## src/rtl/regfile_sb_if.sv

```systemverilog
// Bus bundle between the register file and the decode/writeback stages.
//   master : decode/writeback side, drives write, read-address and issue fields
//   slave  : register file, returns read data, per-port busy and full scoreboard
// Signals:
//   wr_en/wr_addr/wr_data : writeback write (also clears the scoreboard bit)
//   rd_addr               : packed read addresses, port k = [k*ADDR_W +: ADDR_W]
//   rd_data               : packed read data, port k = [k*DATA_W +: DATA_W]
//   rd_busy               : per-port pending-write flag
//   iss_en/iss_addr       : issue, marks the destination pending
//   busy_vec              : whole scoreboard, one bit per register
interface regfile_sb_if #(
  parameter int DATA_W = 32,
  parameter int ADDR_W = 5,
  parameter int NUM_RD = 2
);
  logic                     wr_en;
  logic [ADDR_W-1:0]        wr_addr;
  logic [DATA_W-1:0]        wr_data;
  logic [NUM_RD*ADDR_W-1:0] rd_addr;
  logic [NUM_RD*DATA_W-1:0] rd_data;
  logic [NUM_RD-1:0]        rd_busy;
  logic                     iss_en;
  logic [ADDR_W-1:0]        iss_addr;
  logic [(1<<ADDR_W)-1:0]   busy_vec;

  modport master (
    output wr_en, wr_addr, wr_data, rd_addr, iss_en, iss_addr,
    input  rd_data, rd_busy, busy_vec
  );

  modport slave (
    input  wr_en, wr_addr, wr_data, rd_addr, iss_en, iss_addr,
    output rd_data, rd_busy, busy_vec
  );
endinterface

```

## src/rtl/regfile_sb.sv

```systemverilog
// Parametrised integer register file with write-to-read bypass, optional
// registered read stage and a per-register busy scoreboard.
// Ports:
//   clk   : rising-edge clock for all state
//   rst_n : asynchronous active-low reset, clears array, scoreboard and
//           (when RD_REG=1) the registered read data
//   bus   : regfile_sb_if slave modport (write, read, issue, scoreboard)
module regfile_sb #(
  parameter int DATA_W   = 32,
  parameter int ADDR_W   = 5,
  parameter int NUM_RD   = 2,
  parameter int ZERO_REG = 1,
  parameter int RD_REG   = 0
) (
  input  logic        clk,
  input  logic        rst_n,
  regfile_sb_if.slave bus
);

  localparam int DEPTH = 1 << ADDR_W;

  logic [DATA_W-1:0]        mem_q [DEPTH];
  logic [DEPTH-1:0]         busy_q;
  logic [DEPTH-1:0]         busy_d;
  logic                     wr_act;
  logic [NUM_RD*DATA_W-1:0] rd_data_d;

  // A write to register 0 is dropped entirely when it is hard-wired to zero,
  // so it must not bypass either.
  assign wr_act = bus.wr_en && !((ZERO_REG != 0) && (bus.wr_addr == '0));

  always_ff @(posedge clk or negedge rst_n) begin
    if (!rst_n) begin
      for (int i = 0; i < DEPTH; i++) mem_q[i] <= '0;
    end else if (wr_act) begin
      mem_q[bus.wr_addr] <= bus.wr_data;
    end
  end

  // Issue is applied after the writeback clear so a same-cycle issue to the
  // same register (a new producer) keeps it busy.
  always_comb begin
    busy_d = busy_q;
    if (bus.wr_en)  busy_d[bus.wr_addr]  = 1'b0;
    if (bus.iss_en) busy_d[bus.iss_addr] = 1'b1;
    if (ZERO_REG != 0) busy_d[0] = 1'b0;
  end

  always_ff @(posedge clk or negedge rst_n) begin
    if (!rst_n) busy_q <= '0;
    else        busy_q <= busy_d;
  end

  assign bus.busy_vec = busy_q;

  for (genvar k = 0; k < NUM_RD; k++) begin : g_port
    logic [ADDR_W-1:0] raddr;
    logic              hit;
    logic              zero_rd;

    assign raddr   = bus.rd_addr[k*ADDR_W +: ADDR_W];
    assign hit     = wr_act && (bus.wr_addr == raddr);
    assign zero_rd = (ZERO_REG != 0) && (raddr == '0);

    assign rd_data_d[k*DATA_W +: DATA_W] = zero_rd ? '0 :
                                           hit     ? bus.wr_data : mem_q[raddr];

    // The clearing writeback is already visible this cycle, matching bypass.
    assign bus.rd_busy[k] = busy_q[raddr] & ~(bus.wr_en & (bus.wr_addr == raddr));
  end

  if (RD_REG != 0) begin : g_rd_reg
    logic [NUM_RD*DATA_W-1:0] rd_data_q;

    always_ff @(posedge clk or negedge rst_n) begin
      if (!rst_n) rd_data_q <= '0;
      else        rd_data_q <= rd_data_d;
    end

    assign bus.rd_data = rd_data_q;
  end else begin : g_rd_comb
    assign bus.rd_data = rd_data_d;
  end

endmodule

```

## src/flat_wrapper.sv

```systemverilog
// flat-port wrapper written by rule: the top's interface ports become plain ports
module regfile_sb_flat 
#(
  parameter int DATA_W   = 32,
  parameter int ADDR_W   = 5,
  parameter int NUM_RD   = 2,
  parameter int ZERO_REG = 1,
  parameter int RD_REG   = 0
)
  (clk, rst_n, bus_wr_en, bus_wr_addr, bus_wr_data, bus_rd_addr, bus_iss_en, bus_iss_addr, bus_rd_data, bus_rd_busy, bus_busy_vec);
  regfile_sb_if #(.DATA_W(DATA_W), .ADDR_W(ADDR_W), .NUM_RD(NUM_RD)) bus_i ();
  input  logic clk;
  input  logic rst_n;
  input wire logic [$bits(bus_i.wr_en)-1:0] bus_wr_en;
  input wire logic [$bits(bus_i.wr_addr)-1:0] bus_wr_addr;
  input wire logic [$bits(bus_i.wr_data)-1:0] bus_wr_data;
  input wire logic [$bits(bus_i.rd_addr)-1:0] bus_rd_addr;
  input wire logic [$bits(bus_i.iss_en)-1:0] bus_iss_en;
  input wire logic [$bits(bus_i.iss_addr)-1:0] bus_iss_addr;
  output wire logic [$bits(bus_i.rd_data)-1:0] bus_rd_data;
  output wire logic [$bits(bus_i.rd_busy)-1:0] bus_rd_busy;
  output wire logic [$bits(bus_i.busy_vec)-1:0] bus_busy_vec;
  assign bus_i.wr_en = bus_wr_en;
  assign bus_i.wr_addr = bus_wr_addr;
  assign bus_i.wr_data = bus_wr_data;
  assign bus_i.rd_addr = bus_rd_addr;
  assign bus_i.iss_en = bus_iss_en;
  assign bus_i.iss_addr = bus_iss_addr;
  assign bus_rd_data = bus_i.rd_data;
  assign bus_rd_busy = bus_i.rd_busy;
  assign bus_busy_vec = bus_i.busy_vec;
  regfile_sb #(.DATA_W(DATA_W), .ADDR_W(ADDR_W), .NUM_RD(NUM_RD), .ZERO_REG(ZERO_REG), .RD_REG(RD_REG)) u_core (.clk(clk), .rst_n(rst_n), .bus(bus_i));
endmodule
```

## config.mk

```make
export PLATFORM = sky130hd
export DESIGN_NAME = regfile_sb_flat
export DESIGN_NICKNAME = d
export VERILOG_FILES = /design/src/rtl/regfile_sb_if.sv /design/src/rtl/regfile_sb.sv /design/src/flat_wrapper.sv
export SDC_FILE = /design/constraint.sdc
export NUM_CORES = 2
export LEC_CHECK = 0
export CORE_MARGIN = 10
export CORE_UTILIZATION = 65
export DETAILED_ROUTE_END_ITERATION = 8
export PLACE_DENSITY = 0.83
export SLEW_MARGIN = 5
export SYNTH_ARGS = -nofsm -noshare
export SYNTH_HDL_FRONTEND = slang
export SYNTH_SLANG_ARGS = --single-unit
```

## constraint.sdc

```tcl
create_clock -name clk -period 4.4 [get_ports clk]
set_clock_uncertainty 0.05 [all_clocks]
set_input_delay 0.88 -clock clk [delete_from_list [all_inputs] [get_ports clk]]
set_output_delay 0.88 -clock clk [all_outputs]
set_load 0.1 [all_outputs]
```

# [Yosys cells after proc, flatten, opt, wreduce, memory -nomap -nowiden]
# Index checks and enable logic that the tools add are counted.
[totals] register_bits=1055 latch_bits=0 ramBits=0 romBits=0 out_inout_bits=98 memories=0
[classes] n_addsub=0 n_mul=0 div_mod_pow=0 order_cmp=10 n_eq_ne=2 n_shift=0 mux=23 bitwise_logic=12 reduce_logical=10
[ops] cell="1024-bit bitwise mux" count=1
[ops] cell="32-bit two-way mux" count=11
[ops] cell="32-bit binary-select mux with 5-bit select" count=2
[ops] cell="32-bit demux with 5-bit select" count=1
[ops] cell="32-bit AND" count=1
[ops] cell="32-bit inverter" count=1
[ops] cell="32-bit bitwise OR" count=1
[ops] cell="5-bit by 6-bit less-than comparator with 1-bit output (second input constant)" count=4
[ops] cell="6-bit greater-or-equal comparator (second input constant)" count=3
[ops] cell="5-bit inverter with 6-bit output" count=3
[ops] cell="5-bit logical NOT" count=3
[ops] cell="1-bit binary-select mux with 5-bit select" count=2
[ops] cell="1-bit demux with 5-bit select" count=2
[ops] cell="5-bit == test" count=2
[ops] cell="5-bit by 1-bit greater-or-equal comparator with 1-bit output (second input constant)" count=2
[ops] cell="1-bit logical AND" count=6
[ops] cell="6-bit by 1-bit less-than comparator with 1-bit output (second input constant)" count=1
[ops] cell="1-bit AND" count=4
[ops] cell="1-bit two-way mux" count=4
[ops] cell="1-bit inverter" count=2
[ops] cell="1-bit logical NOT" count=1

# [Longest topological paths before layout]
[logic_depth] depth_word=9 mapped_depth=10

# [Worst setup path before layout]
# OpenSTA, ideal clock, no wires.
[synth_timing] kind="input to output" from="in bus_rd_addr[5]" to="out bus_rd_data[60]" t_arrival_ns=4.177 slack_ns=-0.707 path_stages=8 path_buffers=3 cell_sequence="buf_6 > buf_8 > buf_6 > mux2i_1 > a221oi_1 > a22oi_1 > o2111a_1 > nor3_1"
[synth_between] elab_chain_cells=6
[synth_lines] element="from (decl)" line="flat_wrapper.sv:17" rtl="input wire logic [$bits(bus_i.rd_addr)-1:0] bus_rd_addr;"
[synth_lines] element="5-bit inverter with 6-bit output (implied by the code)" line="regfile_sb.sv:66" rtl="hit ? bus.wr_data : mem_q[raddr];"
[synth_lines] element="32-bit binary-select mux with 5-bit select" line="regfile_sb.sv:66"
[synth_lines] element="32-bit two-way mux (implied by the code) (2 in series)" line="regfile_sb.sv:66"
[synth_lines] element="32-bit two-way mux" line="regfile_sb.sv:66"
[synth_lines] element="32-bit two-way mux (*)" line="regfile_sb.sv:65" rtl="assign rd_data_d[k*DATA_W +: DATA_W] = zero_rd ? '0 :"
[synth_lines] element="to (decl)" line="flat_wrapper.sv:20" rtl="output wire logic [$bits(bus_i.rd_data)-1:0] bus_rd_data;"
# Mark *: on every way between the ends. The rest lies on a longest branch, timed or not. The select of a mux whose other input is x is not followed.

# [Worst setup path after layout]
[layout_timing] from="in bus_rd_addr[6]" to="out bus_rd_data[62]"
# Same word-level chain as after synthesis.

==> impl_metrics.tcl <==
set metrics [dict create \
    worstSetupPathType "primary input to output port" \
    drt_iter0_drc 6110 \
    synth_cells 4024 \
    drc 0 \
    path_buf_inv 5 \
    tightest_slew_ns 1.36 \
    powerDensity_nw_per_um2 464 \
    path_depth 10 \
    cpLargestDelayFamily "buffers and inverters" \
    final_area_sq_um 65800 \
    grt_util_all_layers_pct 38.1 \
    setup_tns_ns 0 \
    viasPerCell 7.75 \
    layout_setup_ws_ns 0.0111 \
    layoutNonFillerInstCount 5370 \
    port_buffers 152 \
    syn_nets 4080 \
    max_freq_mhz 228 \
    wl_per_cell_um 35.9 \
    reg2reg_depth 1 \
    rr_endpoint "u_core.mem_q[202]$_DFFE_PN0P_" \
    clk_latency_ns 0.72 \
    synth.yosys.seq_area_share_pct 46.0 \
    cpMaxStageDelayCell "buf_4" \
    dp_cells 5166 \
    path_cells "clkbuf_8, buf_4, buf_4, buf_4, mux4_2, mux2i_1, nand2_1, a31oi_1, o21ai_1, buf_12" \
    final_common_cell "mux2_2" \
    antenna_found_initial 5 \
    setup_viol 0 \
    syn_area_per_cell_sq_um 14.3 \
    ys_types 73 \
    total_power_mw 30.5 \
    gp_congestion 0.902 \
    yosysTopAreaCellShare_pct 46.0 \
    synth_area_sq_um 57400 \
    grt_pass1_vias 42479 \
    die_h_um 317 \
    die_area_sq_um 101000 \
    final_cell_mix "mux2_2, dfrtp_1, mux4_2" \
    syn_to_final_growth_pct 14.6 \
    synthFlopType "dfrtp_1" \
    rsz0062_at_grt "true" \
    worstSetupEndpoint "bus_rd_data[62]" \
    relSlewSlack_pct 9.31 \
    cts_buffers 108 \
    r2r_slack_ns 3.50 \
    dpl.hpwl_mm 115 \
    num_vias 41594 \
    rows 108 \
    cts_max_path_buffers 3 \
    ir_worst_vdd_mv 0.378 \
    grt_overflow 0 \
    drtPass1Iterations 6 \
    grt_pass1_wl_mm 283 \
    cp.arrival_ns 3.46 \
    n_fill_cell 5064 \
    crit_path_start_kind "primary input" \
    yosys_warnings 0 \
    crit_path_start "bus_rd_addr[6]" \
    maxCapViolCount 0 \
    drtAntennaViolNets 0 \
    r2r_start "u_core.mem_q[202]$_DFFE_PN0P_" \
    finalCritPeriodShare_pct 99.7 \
    drv_slew 0 \
    clock_sinks 1055 \
    placed_area_sq_um 62100 \
    htreeDepth 3 \
    end_kind "output port" \
    final_util_pct 75.5 \
    tritoncts "built" \
    ios 154 \
    cp_max_fo 26 \
    drive_gt1_share_pct 49.8 \
    clk_pin_slew_worst_paths_ns 0.06 \
    ys_ff_latch 1055 \
    hp-class "primary input to async pin" \
    coreArea_sq_um 87200 \
    die_w_um 317 \
    ctsRootBufferMaster "clkbuf_16" \
    synthTopCellsByArea "dfrtp_1, mux2_2, mux4_2, mux2i_1, clkbuf_1" \
    grt_max_degree 117 \
    status "finished clean" \
    cp.required_ns 3.47 \
    crit_path_frequent_cell "buf_4" \
    fin_nets 4183 \
    fin_crit_ns 4.39 \
    pre_cts_slack_ns -0.312 \
    synth-edff-count 0 \
    synth_top_cell_by_area "dfrtp_1" \
    leakagePower_nw 28.7 \
    start_util_pct 65.9 \
    timing.hold.ws_ns 0.137 \
    hold_violations 0 \
    max_stage_delay_ns 0.48 \
    ys_async_sr_fraction_pct 100 \
    wirelength_mm 193 \
]
## power by group
group	total (mW)	internal (mW)	switching (mW)	leakage [nW]
sequential	13.1	11.6	1.50	13.5
combinational	8.03	4.02	4.01	13.4
clock	9.40	5.32	4.07	1.76
total	30.5	20.9	9.59	28.7
## worst min path at each step
stage / startpoint / end
global route: rst_n / u_core.mem_q[580]$_DFFE_PN0P_
floorplan: u_core.mem_q[1022]$_DFFE_PN0P_ / u_core.mem_q[1022]$_DFFE_PN0P_
detailed placement: u_core.mem_q[998]$_DFFE_PN0P_ / u_core.mem_q[998]$_DFFE_PN0P_
CTS: rst_n / u_core.mem_q[295]$_DFFE_PN0P_
finish: rst_n / u_core.mem_q[580]$_DFFE_PN0P_
global placement: u_core.mem_q[1014]$_DFFE_PN0P_ / u_core.mem_q[1014]$_DFFE_PN0P_
## layout make-up
| class | count | area [sq um] | area share, % |
|---|---|---|---|
| well taps | 1155 | 1450 | 2.20 |
| inverters | 5 | 18.8 | 0.0285 |
| diodes | 1 | 2.50 | 0.00380 |
| repair buffers | 446 | 5340 | 8.11 |
| clock buffers | 159 | 3160 | 4.80 |
| clock inverters | 38 | 428 | 0.650 |
| flip-flops and latches | 1055 | 26400 | 40.1 |
| multi-input cells | 2511 | 29000 | 44.1 |
## routing by layer
layer	GRT usage (%)	vias to the layer above	wire, um
met2	55.9	3378	84800
met1	48.5	21475	66500
li1	-	15777	-
met4	24.2	0	14700
met5	0	-	0
met3	13.1	964	26900
## synthesized netlist by cell type (11+ instances only)
cell / n
clkbuf_1: 213
buf_4: 23
a221oi_1: 61
o21ai_0: 120
nand3_1: 22
nor4_1: 15
buf_2: 118
nand2_1: 57
mux2_2: 1062
a21oi_1: 37
o221ai_1: 14
a22oi_1: 46
mux2i_1: 225
mux2_1: 12
nand2b_1: 14
buf_6: 35
o22ai_1: 91
nor3b_1: 13
nor3_1: 31
mux4_2: 396
nor2_1: 70
buf_1: 49
nor2b_1: 11
o22a_1: 16
dfrtp_1: 1055
buf_8: 11
o211ai_1: 13
or2_2: 12
nand3b_1: 11
a22o_1: 16
and3_1: 18
a221o_1: 19
## timing repair
action | in CTS | in global routing
resized for setup | 5 | 12
hold buffers | 0 | 0
setup buffers | 0 | 5
pin swaps | 1 | 5
cloned | 0 | 1
setup endpoints to repair | 16 | 31
## flip-flops by register name (all words and copies together) (netlist names)
register	count
u_core.bus.busy_vec	31
u_core.mem_q	1024
## kinds of logic (layout without fill, tap and decap cells)
group | after synthesis | count (layout) | synth area share [%]
AND/OR/NAND/NOR | 306 | 306 | 2.81
AO/OA/AOI/OAI | 490 | 490 | 5.97
flip-flops | 1055 | 1055 | 46.0
buffers and inverters | 458 | 648 | 4.16
multiplexers | 1704 | 1704 | 40.9
XOR/XNOR | 10 | 10 | 0.153
other | 1 | 2 | 0.00653
Note: power is estimated with default switching activity, not from simulation.
